`config.mk`:
```
export PLATFORM = sky130hd
export DESIGN_NAME = cpu_ship_placer
export DESIGN_NICKNAME = d
export VERILOG_FILES = /design/src/rtl/battleship_pkg.sv /design/src/rtl/placer_cell_check.sv /design/src/rtl/cpu_ship_placer.sv
export SDC_FILE = /design/constraint.sdc
export NUM_CORES = 1
export LEC_CHECK = 0
export BUFFER_PORTS_ARGS = -buffer_cell sky130_fd_sc_hd__buf_2
export CORE_MARGIN = 2
export CORE_UTILIZATION = 50
export DETAILED_ROUTE_END_ITERATION = 16
export PLACE_DENSITY = 0.81
export SYNTH_ARGS = -nofsm -noshare
export SYNTH_HDL_FRONTEND = slang
export SYNTH_HIERARCHICAL = 1
export SYNTH_SLANG_ARGS = --single-unit
```
`constraint.sdc`:
```
create_clock -name clk -period 11.7 [get_ports clk]
set_input_delay 2.925 -clock clk [delete_from_list [all_inputs] [get_ports clk]]
set_output_delay 2.925 -clock clk [all_outputs]
set_load 0.02 [all_outputs]
```
`src/rtl/battleship_pkg.sv`:
```
// Shared battleship definitions: grid geometry, placer FSM state codes and
// the flat cell-index helper used by the placer and its cell checker.
package battleship_pkg;

    localparam int GRID_N = 5;
    localparam int CELLS  = GRID_N * GRID_N;
    localparam int IDX_W  = 5;

    // Placer FSM state codes, kept as plain constants for legacy consumers.
    localparam logic [2:0] ST_IDLE   = 3'd0;
    localparam logic [2:0] ST_SAMPLE = 3'd1;
    localparam logic [2:0] ST_CHECK  = 3'd2;
    localparam logic [2:0] ST_PLACE  = 3'd3;
    localparam logic [2:0] ST_SCAN   = 3'd4;
    localparam logic [2:0] ST_DONE   = 3'd5;

    typedef enum logic [2:0] {
        IDLE   = ST_IDLE,
        SAMPLE = ST_SAMPLE,
        CHECK  = ST_CHECK,
        PLACE  = ST_PLACE,
        SCAN   = ST_SCAN,
        DONE   = ST_DONE
    } placer_state_t;

    // Flat cell index i*n + j; the product is formed at 32 bits and only
    // then truncated to the index width.
    function automatic logic [IDX_W-1:0] cell_idx(input logic [2:0] i,
                                                  input logic [2:0] j,
                                                  input int unsigned n = GRID_N);
        int unsigned full;
        full = i * n + j;
        return full[IDX_W-1:0];
    endfunction

endpackage

```
`src/rtl/placer_cell_check.sv`:
```
// Combinational accept/reject decision for one candidate cell.
// Optional feature macro: PLACER_ADJ_GUARD_EN (also reject a cell whose
// up/down/left/right neighbour is already occupied).
module placer_cell_check #(
    parameter int GRID_N = 5
) (
    input  logic [2:0]               cand_i,
    input  logic [2:0]               cand_j,
    input  logic [GRID_N*GRID_N-1:0] board_occ,
    output logic                     accept
);
    import battleship_pkg::*;

    localparam int N_CELLS = GRID_N * GRID_N;

    // Occupancy of cell k; indices past the grid read as empty.
    function automatic logic occ_at(input logic [N_CELLS-1:0] occ,
                                    input logic [IDX_W-1:0]   k);
        return (int'(k) < N_CELLS) ? occ[k] : 1'b0;
    endfunction

    logic in_range;
    logic occupied;
    logic adj_hit;

    // Range, occupancy and (optionally) neighbour tests for the candidate.
    always_comb begin
        // NOTE: every signal gets a default before any condition, so no latch is inferred.
        in_range = (int'(cand_i) < GRID_N) && (int'(cand_j) < GRID_N);
        occupied = occ_at(board_occ, cell_idx(cand_i, cand_j, GRID_N));
        adj_hit  = 1'b0;
`ifdef PLACER_ADJ_GUARD_EN
        if (cand_i != 3'd0 &&
            occ_at(board_occ, cell_idx(cand_i - 3'd1, cand_j, GRID_N)))
            adj_hit = 1'b1;
        if (int'(cand_i) < GRID_N - 1 &&
            occ_at(board_occ, cell_idx(cand_i + 3'd1, cand_j, GRID_N)))
            adj_hit = 1'b1;
        if (cand_j != 3'd0 &&
            occ_at(board_occ, cell_idx(cand_i, cand_j - 3'd1, GRID_N)))
            adj_hit = 1'b1;
        if (int'(cand_j) < GRID_N - 1 &&
            occ_at(board_occ, cell_idx(cand_i, cand_j + 3'd1, GRID_N)))
            adj_hit = 1'b1;
`endif
        accept = in_range && !occupied && !adj_hit;
    end

endmodule

```
`src/rtl/cpu_ship_placer.sv`:
```
// CPU board setup: places 1-cell ships from random draws, falling back to a
// row-major scan after RETRY_LIMIT consecutive rejected draws.
// Optional feature macro: PLACER_ADJ_GUARD_EN (adjacency guard, in the checker).
module cpu_ship_placer #(
    parameter int GRID_N      = 5,
    parameter int MAX_SHIPS   = 5,
    parameter int RETRY_LIMIT = 8
) (
    input  logic                     clk,
    input  logic                     rst,
    input  logic                     start,
    input  logic [2:0]               num_ships,
    input  logic [2:0]               rand_i,
    input  logic [2:0]               rand_j,
    output logic                     busy,
    output logic                     done,
    output logic                     place_valid,
    output logic [2:0]               place_i,
    output logic [2:0]               place_j,
    output logic [GRID_N*GRID_N-1:0] board_occ,
    output logic [2:0]               ships_placed
);
    import battleship_pkg::*;

    localparam int RW = $clog2(RETRY_LIMIT + 1);

    logic [2:0]    state;
    logic [2:0]    target;
    logic [2:0]    cand_i, cand_j;
    logic [2:0]    scan_i, scan_j;
    logic [RW-1:0] retry;
    logic [2:0]    target_req;
    logic [2:0]    chk_i, chk_j;
    logic          accept;
    logic          scan_last;

    // Requested count clamped to MAX_SHIPS, and the cell fed to the shared checker.
    always_comb begin
        target_req = (num_ships > 3'(MAX_SHIPS)) ? 3'(MAX_SHIPS) : num_ships;
        chk_i      = (state == ST_SCAN) ? scan_i : cand_i;
        chk_j      = (state == ST_SCAN) ? scan_j : cand_j;
        scan_last  = (scan_i == 3'(GRID_N - 1)) && (scan_j == 3'(GRID_N - 1));
    end

    placer_cell_check #(.GRID_N(GRID_N)) u_check (
        .cand_i    (chk_i),
        .cand_j    (chk_j),
        .board_occ (board_occ),
        .accept    (accept)
    );

    // Placement sequencer: draw, check, place, fallback scan, completion.
    always_ff @(posedge clk or negedge rst) begin
        // NOTE: state registers use non-blocking assignments so all of them update together at the edge.
        if (!rst) begin
            state        <= ST_IDLE;
            target       <= '0;
            cand_i       <= '0;
            cand_j       <= '0;
            scan_i       <= '0;
            scan_j       <= '0;
            retry        <= '0;
            board_occ    <= '0;
            ships_placed <= '0;
        end else begin
            case (state)
                ST_IDLE: begin
                    if (start) begin
                        target       <= target_req;
                        board_occ    <= '0;
                        ships_placed <= '0;
                        retry        <= '0;
                        scan_i       <= '0;
                        scan_j       <= '0;
                        state        <= (target_req == 3'd0) ? ST_DONE : ST_SAMPLE;
                    end
                end
                ST_SAMPLE: begin
                    cand_i <= rand_i;
                    cand_j <= rand_j;
                    state  <= ST_CHECK;
                end
                ST_CHECK: begin
                    if (accept) begin
                        state <= ST_PLACE;
                    end else begin
                        retry <= retry + 1'b1;
                        if (retry == RW'(RETRY_LIMIT - 1)) begin
                            scan_i <= '0;
                            scan_j <= '0;
                            state  <= ST_SCAN;
                        end else begin
                            state <= ST_SAMPLE;
                        end
                    end
                end
                ST_SCAN: begin
                    if (accept) begin
                        cand_i <= scan_i;
                        cand_j <= scan_j;
                        state  <= ST_PLACE;
                    end else if (scan_last) begin
                        state <= ST_DONE;
                    end else if (scan_j == 3'(GRID_N - 1)) begin
                        scan_j <= '0;
                        scan_i <= scan_i + 3'd1;
                    end else begin
                        scan_j <= scan_j + 3'd1;
                    end
                end
                ST_PLACE: begin
                    board_occ[cell_idx(cand_i, cand_j, GRID_N)] <= 1'b1;
                    ships_placed <= ships_placed + 3'd1;
                    retry        <= '0;
                    state        <= (ships_placed + 3'd1 == target) ? ST_DONE : ST_SAMPLE;
                end
                ST_DONE: begin
                    state <= ST_IDLE;
                end
                default: begin
                    state <= ST_IDLE;
                end
            endcase
        end
    end

    // Status and placement strobes decode directly from the current state.
    always_comb begin
        busy        = (state != ST_IDLE);
        done        = (state == ST_DONE);
        place_valid = (state == ST_PLACE);
        place_i     = place_valid ? cand_i : 3'd0;
        place_j     = place_valid ? cand_j : 3'd0;
    end

endmodule

```
# Yosys cells after proc, flatten, opt, wreduce, memory -nomap -nowiden
# Cells that the tools add are included.
[totals]
reg_bits = 50
latch_bits = 0
mem_bits_rw = 0
mem_bits_ro = 0
out_inout_bits = 37
n_memories = 0
[op_classes]
addsub = 6
mul = 2
n_div = 0
n_lt_le_gt_ge = 7
eq_ne = 17
shifts = 0
n_mux = 39
bitwise = 1
reduce_logical = 19
[op_table]
columns = ["operator", "n"]
rows = [
  ["$mux 3", 23],
  ["$pmux 25 s2", 1],
  ["$mux 25", 1],
  ["$or 25x25->25", 1],
  ["$pmux 3 s2", 3],
  ["$pmux 3 s3", 2],
  ["$pmux 3 s5", 1],
  ["$eq 3x3->1 const B", 4],
  ["$lt 5x6->1 const B", 2],
  ["$ne 2x2->1 const B", 6],
  ["$pmux 4 s3", 1],
  ["$add 5x3->5", 2],
  ["$mul 3x3->5 const B", 2],
  ["$add 3x1->3 const B", 3],
  ["$reduce_bool 3->1", 3],
  ["$mux 4", 2],
  ["$reduce_and 2->1", 4],
  ["$reduce_and 7->1", 1],
  ["$eq 3x2->1 const B", 2],
  ["$logic_not 3->1", 2],
  ["$lt 3x3->1 const B", 2],
  ["$reduce_and 6->1", 1],
  ["$bmux 1 s5", 1],
  ["$demux 1 s5", 1],
  ["other kinds (14)", 20],
]

# Logic depth before layout (Yosys ltp)
[depth]
ltp_word = 11
mapped_depth = 21

# Cells and area by module
# Netlist, hierarchy kept.
[modules_own_cells]
columns = ["module", "n_inst", "cells_per_inst", "area_each_um2", "seq_area_each_um2"]
rows = [
  ["cpu_ship_placer", 1, 256, 2692.6, 1251.2],
  ["placer_cell_check", 1, 38, 429.2, 0.0],
]

# Worst setup path before layout
# Ideal clock, no wire load.
[synth_path]
path_kind = "reg-to-reg"
from = "reg state[0]"
to = "reg scan_j[0]"
setup_ns = 0.079
arrival_ns = 4.439
slack_ns = 7.181
stages_incl_launch_ff = 21
path_buffers = 4
period_less_slack_ns = 4.519
path_cell_list = "dfrtp_1 -> buf_6 -> nor2_2 -> nand2_1 -> clkbuf_1 -> nand2_1 -> nand2_1 -> ha_1 -> ha_1 -> fa_1 -> clkbuf_1 -> mux4_2 -> nor2b_4 -> a211oi_2 -> a21oi_1 -> a211oi_2 -> clkbuf_1 -> nor2b_1 -> o221a_2 -> nor2_1 -> mux2i_1"
[synth_between]
elab_chain_cells = 11
word_cells_on_any_way = 24
cone_classes = "add/sub (1); mul (1); order compare (3); eq/ne (7); mux (6); reduce/logical (6)"
[synth_rtl]
columns = ["item", "line", "source"]
rows = [
  ["start, declared", "cpu_ship_placer.sv:27", "logic [2:0] state;"],
  ["start signal, assigned", "cpu_ship_placer.sv:75", "state <= (target_req == 3'd0) ? ST_DONE : ST_SAMPLE;"],
  ["start signal, assigned", "cpu_ship_placer.sv:115", "state <= (ships_placed + 3'd1 == target) ? ST_DONE : ST_SAMPLE;"],
  ["$eq 3x3->1 (*)", "cpu_ship_placer.sv:40", "chk_i = (state == ST_SCAN) ? scan_i : cand_i;"],
  ["$mux 3 (*)", "cpu_ship_placer.sv:40", ""],
  ["via chk_i[0]", "cpu_ship_placer.sv:33", "logic [2:0] chk_i, chk_j;"],
  ["$mul 3x3->5", "battleship_pkg.sv:32", "full = i * n + j;"],
  ["$add 5x3->5", "battleship_pkg.sv:32", ""],
  ["$bmux 1 s5", "placer_cell_check.sv:19", "return (int'(k) < N_CELLS) ? occ[k] : 1'b0;"],
  ["$mux 1 (implied by the code)", "placer_cell_check.sv:19", ""],
  ["$mux 1", "placer_cell_check.sv:19", ""],
  ["$logic_not 1->1", "placer_cell_check.sv:46", "accept = in_range && !occupied && !adj_hit;"],
  ["$logic_and 1x1->1 (*)", "placer_cell_check.sv:46", ""],
  ["via accept", "cpu_ship_placer.sv:34", "logic accept;"],
  ["$ne 2x2->1 (no line)", "n/a", ""],
  ["$reduce_and 6->1 (no line) (*)", "n/a", ""],
  ["end signal, assigned", "cpu_ship_placer.sv:108", "scan_j <= scan_j + 3'd1;"],
  ["end, declared", "cpu_ship_placer.sv:30", "logic [2:0] scan_i, scan_j;"],
]
# Mark *: on every way through the listed nets, which the timed path passes. The rest lies on a longest branch. The select of a mux whose other input is x is not followed.
# A chain may end at the register's enable or synchronous reset.

# Worst setup path in the final report
[layout_path]
from = "reg state[2]"
to = "reg cand_j[0]"
[layout_between]
elab_chain_cells = 11
word_cells_on_any_way = 19
cone_classes = "add/sub (1); mul (1); order compare (3); eq/ne (3); mux (6); reduce/logical (5)"
[layout_rtl]
columns = ["item", "line", "source"]
rows = [
  ["$eq 3x3->1 (*)", "cpu_ship_placer.sv:40", ""],
  ["$mux 3 (*)", "cpu_ship_placer.sv:40", ""],
  ["via chk_i[2]", "cpu_ship_placer.sv:33", ""],
  ["$mul 3x3->5", "battleship_pkg.sv:32", ""],
  ["$add 5x3->5", "battleship_pkg.sv:32", ""],
  ["$bmux 1 s5", "placer_cell_check.sv:19", ""],
  ["$mux 1 (implied by the code)", "placer_cell_check.sv:19", ""],
  ["$mux 1", "placer_cell_check.sv:19", ""],
  ["$logic_not 1->1", "placer_cell_check.sv:46", ""],
  ["$logic_and 1x1->1 (*)", "placer_cell_check.sv:46", ""],
  ["via accept", "cpu_ship_placer.sv:34", ""],
  ["$ne 2x2->1 (no line) (*)", "n/a", ""],
  ["$reduce_and 2->1 (no line) (*)", "n/a", ""],
  ["end signal, assigned", "cpu_ship_placer.sv:80", "cand_j <= rand_j;"],
  ["end signal, assigned", "cpu_ship_placer.sv:100", "cand_j <= scan_j;"],
  ["end, declared", "cpu_ship_placer.sv:29", "logic [2:0] cand_i, cand_j;"],
]
# Marked as above.

==> results.txt <==
Outcome: finished clean
Endpoints failing setup: 0
Drt drc: 0
Overflow after GRT: 0
Initial antenna violation count: 0
Netlist cell types: 56
Max-slew headroom: 0.247
Vias in the first global route: 2,323
Die Y: 83.0 um
Fillcell total: 502
Final hold vios: 0
Routed Antenna Nets: 0
Post-synth EDFFs: 0
Dpl hpwl: 4830 um
CTS Buf Count: 5
First-pass GRT wire length: 11,100 um
Initial DRC count: 122
H-tree depth: 2
Cts hold-fix bufs: 0
# port buffers: 48
Final hold slack: 0.515 ns
Largest net degree at the start of global routing: 51
Ranking of synthesized cells by area: dfrtp_1 (40%), ha_1 (8.8%), a32o_1 (8.0%)
Nature of the critical path startpoint: register
R2r startpoint: state[2]
Crit end category: register
Setup slack after layout: 6.30 ns
GP Congestion: 0.955
Clk sinks: 50
Max Cap Viol: 0
Most frequent cell after synthesis: dfrtp_1
Worst Setup Slack post-DPL: 6.39 ns
Final #Nets: 367
Post-synth top area share: 0.401
Worst clock skew: 0.00896 ns
Setup TNS: 0 ns
Synth async-reset ratio: 1.00
# diodes: 0
CTS tree: yes
Worst Path Arrival: 5.55 ns
Clock Tree Root: clkbuf_8
F_max: 0.185 GHz
Area leader, netlist: dfrtp_1
Skew-Pair Late Insertion Delay: 0.30 ns
Initial Util: 0.521
Period utilization: 0.462
1st-pass router iterations: 4
DR vias/cell: 6.01
Slew @ Worst Pin: 1.13 ns
Clock Tree Buf Depth: 2
Area grow syn2layout: 11.2%
Synth Instances: 294
Syn Nets: 330
# rows: 28
Top fanout value on the critical path: 21
Yosys Warn Count: 6
RSZ-0062 raised after global routing: no
Slew Limit Fails: 0
Setup Buffers After CTS: 0
Top cells by count, synth: dfrtp_1 (50), nand2_1 (40), a32o_1 (25), ha_1 (22), nor2_1 (19)
HP Class: register to register
Die Width: 83.0 um
Finished Core Util: 0.580
Ports: 49
Drt total wl: 6600 um
Minimum clock period: 5.40 ns
Routed vias: 2,448
PostCTS Resize Cnt: 0
Gr usage total: 0.195
Die area: 0.00689 mm2
Register bit count reported by yosys: 50
CP Launch Point: state[2]
Post-Syn Area: 0.00312 mm2
Routed WL per cell: 16.2 um
Critical path required time: 11.85 ns
Core Region: 0.00599 mm2
Kind of critical path: register to register
Clock transition at path regs: 0.09 ns
Sequential area share after synthesis: 0.401
Fraction of layout cells with a size suffix above 1: 0.244
Top FF cell, synth: dfrtp_1
Post-Syn Area per Cell: 10.6 um2
Hold path startpoint: target[2]
-- final timing paths --
check	endpoint	slack [ns]	depth (start not counted)
max	cand_j[0]	6.30	14
min	target[2]	0.52	1
max reg2reg	cand_j[0]	6.30	14
min reg2reg	target[2]	0.52	1
max in group asynchronous	state[1]	8.18	1
min in group asynchronous	board_occ[1]	2.83	1
-- cells by family (layout without fill, tap and decap cells) --
| kind of cell | Yosys count | in the layout | share of synthesized area |
|---|---|---|---|
| compound gates | 70 | 70 | 0.185 |
| xor+xnor | 12 | 12 | 0.0433 |
| fa+ha+maj | 24 | 24 | 0.101 |
| buf+inv | 24 | 62 | 0.0381 |
| flops | 50 | 50 | 0.401 |
| mux | 13 | 13 | 0.0629 |
| simple gates | 101 | 101 | 0.169 |
-- state kept, by name, summed over array words and instances (netlist names) --
signal and flops:
board_occ 25, retry 4, cand_i 3, cand_j 3, scan_i 3, scan_j 3
ships_placed 3, state 3, target 3
-- layer usage --
metal,up-vias,GRT usage,routed length (um),share of wire
li1,1161,-,-,-
met1,1185,0.272,2960,0.45
met4,0,0.0522,51,0.0077
met2,97,0.311,3180,0.48
met3,5,0.0408,409,0.062
met5,-,0,0,0
-- final cells by class --
class | instances | area, um2 | area share
flip-flops and latches | 50 | 1250 | 0.360
repair buffers | 48 | 240 | 0.0692
well taps | 75 | 93.8 | 0.0270
multi-input cells | 220 | 1750 | 0.505
clock buffers | 5 | 68.8 | 0.0198
clock inverters | 3 | 43.8 | 0.0126
inverters | 6 | 22.5 | 0.00649
-- layout by cell type (no fill, tap or decap), types with 2 or more instances in the layout --
cell	Yosys	routed
dfrtp_1	50	50
buf_2	8	48
nand2_1	40	40
a32o_1	25	25
ha_1	22	22
nor2_1	19	19
and2_1	9	9
o21ai_1	7	7
a21oi_1	7	7
a31oi_1	7	7
inv_1	6	6
xnor2_1	5	5
mux2i_1	5	5
clkbuf_8	0	5
mux4_2	5	5
nand3_1	4	4
o21ai_0	4	4
a22o_1	4	4
a21o_1	3	3
xnor2_2	3	3
xor2_1	3	3
nor3_1	3	3
nor2b_1	3	3
nand2b_1	3	3
nor3b_2	2	2
nand4_1	2	2
nor3b_1	2	2
nand3b_1	2	2
o31ai_1	2	2
mux2_2	2	2
or4_1	2	2
fa_1	2	2
a211oi_2	2	2
a211oi_1	2	2
-- worst max-delay path, cell delays in order, from the launching register on --
cell,delay (ns)
dfrtp_1,0.68
nor3b_2,0.56
nand2_1,0.15
nand2_1,0.16
ha_1,0.25
ha_1,0.33
fa_1,0.77
mux4_2,0.37
nor2b_4,0.14
a211oi_2,0.19
a21oi_1,0.07
a211oi_2,0.57
nand3b_1,0.13
a21oi_1,0.70
a31oi_1,0.18
-- through the flow --
stage                     cell area (um2)  cells
final                                3470    407
after global routing                 3470    407
after CTS                            3470    407
after detailed placement             3360    399
after global placement               3360    399
after floorplan                      3120    294
Power is left out: the tool's default activity adds up to more than one toggle a clock period on the data nets, which glitch-free logic cannot reach.
